[src/rtl/xorexpand_stream_ctrl.sv]
// xorexpand_stream_ctrl: captures an RNDSIZE-bit seed, expands it into the
// N = RNDSIZE*(RNDSIZE-1)/2 pairwise XOR bits, and streams the expansion out as
// W = ceil(N/OUTW) words with a valid/ready handshake.
// Optional feature: define XOREXPAND_ABORT_EN to add an abort input that drops
// the current seed and returns to IDLE.
module xorexpand_stream_ctrl #(
    parameter int unsigned RNDSIZE = 8,
    parameter int unsigned OUTW    = 8
) (
    input  logic               clk,
    input  logic               rst,
    input  logic               seed_valid,
    input  logic [RNDSIZE-1:0] seed,
    output logic               seed_ready,
    output logic               out_valid,
    output logic [OUTW-1:0]    out_data,
    output logic               out_last,
    input  logic               out_ready,
    output logic               busy
`ifdef XOREXPAND_ABORT_EN
    ,
    input  logic               abort
`endif
);

    localparam int unsigned N  = RNDSIZE * (RNDSIZE - 1) / 2;
    localparam int unsigned W  = (N + OUTW - 1) / OUTW;
    localparam int unsigned IW = $clog2(W + 1);
    localparam int unsigned PW = W * OUTW;
    localparam logic [IW-1:0] LastIdx = IW'(W - 1);

    typedef enum logic [1:0] {
        StIdle,
        StExpand,
        StStream
    } state_e;

    state_e            state_q;
    logic [RNDSIZE-1:0] seed_q;
    logic [N-1:0]      buf_q;
    logic [IW-1:0]     idx_q;
    logic              abort_req;
    logic [PW-1:0]     pad;
    logic [PW-1:0]     shifted;

`ifdef XOREXPAND_ABORT_EN
    assign abort_req = abort;
`else
    assign abort_req = 1'b0;
`endif

    // Pairs (i<j) are visited in increasing k order, so shifting each bit in at
    // the top leaves pair k at bit k after all N shifts.
    function automatic logic [N-1:0] expand(input logic [RNDSIZE-1:0] r);
        logic [N-1:0] p;
        p = '0;
        for (int i = 0; i < int'(RNDSIZE); i++) begin
            for (int j = i + 1; j < int'(RNDSIZE); j++) begin
                p        = p >> 1;
                p[N-1]   = r[i] ^ r[j];
            end
        end
        return p;
    endfunction

    // Control FSM: seed capture, one-cycle expansion, word streaming.
    always_ff @(posedge clk) begin
        if (rst) begin
            state_q <= StIdle;
            idx_q   <= '0;
            seed_q  <= '0;
            buf_q   <= '0;
        end else begin
            case (state_q)
                StIdle: begin
                    if (seed_valid) begin
                        seed_q  <= seed;
                        state_q <= StExpand;
                    end
                end
                StExpand: begin
                    idx_q <= '0;
                    if (abort_req) begin
                        state_q <= StIdle;
                    end else begin
                        buf_q   <= expand(seed_q);
                        state_q <= StStream;
                    end
                end
                StStream: begin
                    // Abort beats a simultaneous final transfer.
                    if (abort_req) begin
                        idx_q   <= '0;
                        state_q <= StIdle;
                    end else if (out_ready) begin
                        if (idx_q == LastIdx) begin
                            idx_q   <= '0;
                            state_q <= StIdle;
                        end else begin
                            idx_q <= idx_q + 1'b1;
                        end
                    end
                end
                default: state_q <= StIdle;
            endcase
        end
    end

    // Outputs decode from flops; seed_ready is also masked by rst so it stays
    // low for the whole time reset is held.
    always_comb begin
        pad         = '0;
        pad[N-1:0]  = buf_q;
        shifted     = pad >> (int'(idx_q) * int'(OUTW));
        out_valid   = (state_q == StStream);
        out_data    = out_valid ? shifted[OUTW-1:0] : '0;
        out_last    = out_valid && (idx_q == LastIdx);
        seed_ready  = (state_q == StIdle) && !rst;
        busy        = (state_q != StIdle);
    end

endmodule

[config.mk]
export PLATFORM = sky130hd
export DESIGN_NAME = xorexpand_stream_ctrl
export DESIGN_NICKNAME = d
export VERILOG_FILES = /design/src/rtl/xorexpand_stream_ctrl.sv
export SDC_FILE = /design/constraint.sdc
export NUM_CORES = 1
export LEC_CHECK = 0
export CORE_MARGIN = 3
export CORE_UTILIZATION = 43
export CTS_BUF_LIST = sky130_fd_sc_hd__clkbuf_8 sky130_fd_sc_hd__clkbuf_16
export CTS_CLUSTER_SIZE = 12
export DETAILED_ROUTE_END_ITERATION = 16
export PLACE_DENSITY_LB_ADDON = 0.05
export SLEW_MARGIN = 20
export SYNTH_ARGS = -nofsm -noshare
export SYNTH_HDL_FRONTEND = slang
export SYNTH_SLANG_ARGS = --single-unit
[constraint.sdc]
create_clock -name clk -period 1.7 [get_ports clk]
set_input_delay 0.51 -clock clk [delete_from_list [all_inputs] [get_ports clk]]
set_output_delay 0.51 -clock clk [all_outputs]
set_load 0.02 [all_outputs]
==> impl_metrics.json <==
{
  "result_of_the_run": "complete, but fails checks",
  "failing_checks": "negative setup slack",
  "yosysTopAreaCell": "dfxtp_1",
  "final_period_minus_worst_setup_slack_ns": 2.01,
  "synthCells": 216,
  "antenna_found_initial": 0,
  "first_global_vias": 1527,
  "worstPathRequired_ns": 1.19,
  "min_period_over_period_pct": 118,
  "route.detailed.wl_per_inst_microns": 14.4,
  "synth_seq_cells": 41,
  "count_of_buffers_from_port_buffering": 23,
  "powerDensity_mw_per_mm2": 887,
  "synthTopCellsByArea": "dfxtp_1 (38%), a211oi_2 (12%), xnor2_1 (11%)",
  "pin_count_of_the_biggest_net_entering_global_routing": 59,
  "floorplan.rows": 25,
  "ys_seq_area_share_pct": 38.2,
  "place_inst": 299,
  "post_dp_cell_area_sq_mm": 0.00245,
  "floorplan.io_pins": 24,
  "synth_top_area_share_pct": 38.2,
  "hpwlAfterDp_microns": 3020,
  "finish.instance_area_sq_mm": 0.00270,
  "synth_cell_types": 28,
  "route.antenna.remaining_nets": 0,
  "layout_common_cells": "nor2_1 (39), dfxtp_1 (37), xnor2_1 (28)",
  "top_layer": "met4",
  "detailroute.wirelength.met2_microns": 2130,
  "final_core_util_pct": 56.5,
  "setup_viol_count_final": 9,
  "worstPathArrival_ns": 1.50,
  "setup-tns-final_ns": -2.24,
  "synth_fp_nets": 229,
  "max-clock-path-buffers": 2,
  "standard_cell_core_area_sq_mm": 0.00479,
  "hold_buffers_post_cts": 0,
  "syn_area_sq_mm": 0.00215,
  "drt-vias-per-instance": 5.00,
  "initial_core_util_pct": 44.9,
  "tritoncts_clock_tree": "done",
  "numCtsBuffers": 5,
  "worstSkewPairLatency_ns": 0.29,
  "wl_met1_microns": 2150,
  "gp_congestion": 0.731,
  "drc": 0,
  "tightest_slew_ns": 0.550,
  "detailroute.wirelength.met3_microns": 146,
  "finalHoldViolations": 0,
  "worstPathCellList": "mux4_2 -> nor2b_4 -> buf_6",
  "grt_first_pass_wirelength_microns": 7610,
  "timing.critical_path.from_type": "register",
  "power.ir.vdd_worst_v": 0.000592,
  "groute.usage.overall_pct": 16.0,
  "crit_type": "register to output pin",
  "layoutNonFillerInstCount": 310,
  "die_h_microns": 76.7,
  "layout_cells_sized_above_1_pct": 37.4,
  "yosysWarnings": 0,
  "worst_slew_margin_rel_pct": 63.3,
  "timing.fmax_mhz": 497,
  "gr-total-overflow": 0,
  "maxCapViolations": 0,
  "holdWs_ns": 0.492,
  "routed-via-count": 1549,
  "die_width_microns": 76.7,
  "total_die_area_sq_mm": 0.00589,
  "layout_commonest_cell": "nor2_1",
  "cts.htree.levels": 2,
  "drt_first_pass_iters": 4,
  "clockRootBuffer": "clkbuf_8",
  "final_net_count": 255,
  "totalWireLength_microns": 4470,
  "unrepaired_setup_endpoints_after_global_routing": "true",
  "final-max-slew-violation-count": 0,
  "clkSinkCount": 41,
  "detailedRoute.firstIterationViolations": 108,
  "final_critical_path_setup_slack_ns": -0.312,
  "clkSlewWorstSetupHoldPaths_ns": 0.08,
  "hold_path_class": "register to register",
  "antenna_cells": 0,
  "worst_path_largest_cell_delay_ns": 0.53,
  "p_leak_nw": 0.889,
  "worst_path_max_delay_cell": "mux4_2",
  "timing.critical_path.to_type": "output pin",
  "maximum_fanout_count_along_the_critical_path": 7,
  "syn-mean-instance-area_sq_um": 9.96,
  "worst_case_clock_skew_ns": 0.00407,
  "syn2layout_area_growth_pct": 25.7,
  "p_total_mw": 2.40,
  "post_place_worst_slack_ns": -0.673
}
[cell families (layout without fill, tap and decap cells)]
kind of cell	count (synthesis)	in the layout	share of synthesized area (%)
mux	16	16	10.1
simple gates	69	69	15.8
fa+ha+maj	1	1	0.582
flops	41	41	38.2
compound gates	36	36	16.6
xor+xnor	28	28	11.4
buf+inv	25	52	7.39
[power breakdown]
part           switching (mW)  internal, mW
combinational           0.217         0.249
sequential             0.0850          1.03
clock                   0.341         0.478
[worst paths after layout]
kind | startpoint | cells after the start | slack [ns] | end
worst min register to register | idx_q[2] | 2 | 0.49 | idx_q[2]
worst max-delay path | idx_q[0] | 3 | -0.31 | out_data[0]
worst min-delay path | idx_q[2] | 2 | 0.49 | idx_q[2]
worst max register to register | idx_q[0] | 6 | 0.36 | idx_q[1]
[cells in the mapped netlist (all sizes together)]
library cell	count
a211oi	28
a21oi	5
a311oi	1
a31oi	2
and2b	1
buf	20
clkbuf	3
dfxtp	41
ha	1
inv	2
mux2i	12
mux4	4
nand2	6
nand2b	4
nand3	2
nand3b	1
nand4	2
nor2	41
nor2b	7
nor3b	1
or2	4
xnor2	28
[registers in the layout, indices dropped and copies added, names as in the netlist]
name     flops
buf_q       28
seed_q       8
idx_q        3
state_q      2
[routing by layer]
layer  global-route usage, %  vias to the layer above
met2                    24.6                       25
met4                    4.71                        0
met5                       0                        -
met3                    3.87                        4
li1                        -                      789
met1                    22.3                      731
[layout make-up]
| cell class | count | area [sq um] |
|---|---|---|
| clock buffers | 6 | 82.6 |
| clock inverters | 2 | 37.5 |
| fillers | 432 | 2080 |
| inverters | 2 | 7.51 |
| multi-input cells | 150 | 1240 |
| flip-flops and latches | 41 | 831 |
| well taps | 67 | 83.8 |
| repair buffers | 42 | 419 |
[repair_timing]
item                                   CTS  global route
buffers inserted                         2             1
endpoints found under the hold margin    0             0
setup endpoints to repair               12            12
resized for setup                       75            31
pin swaps                                2             6
[critical path, delay by kind of cell (launching register included)]
family                 cells  cell delay (ns)
buffers and inverters      1             0.12
muxes                      1             0.53
and+or+nand+nor            1             0.14
DFF                        1             0.43
Note: power is estimated with default switching activity, not from simulation.
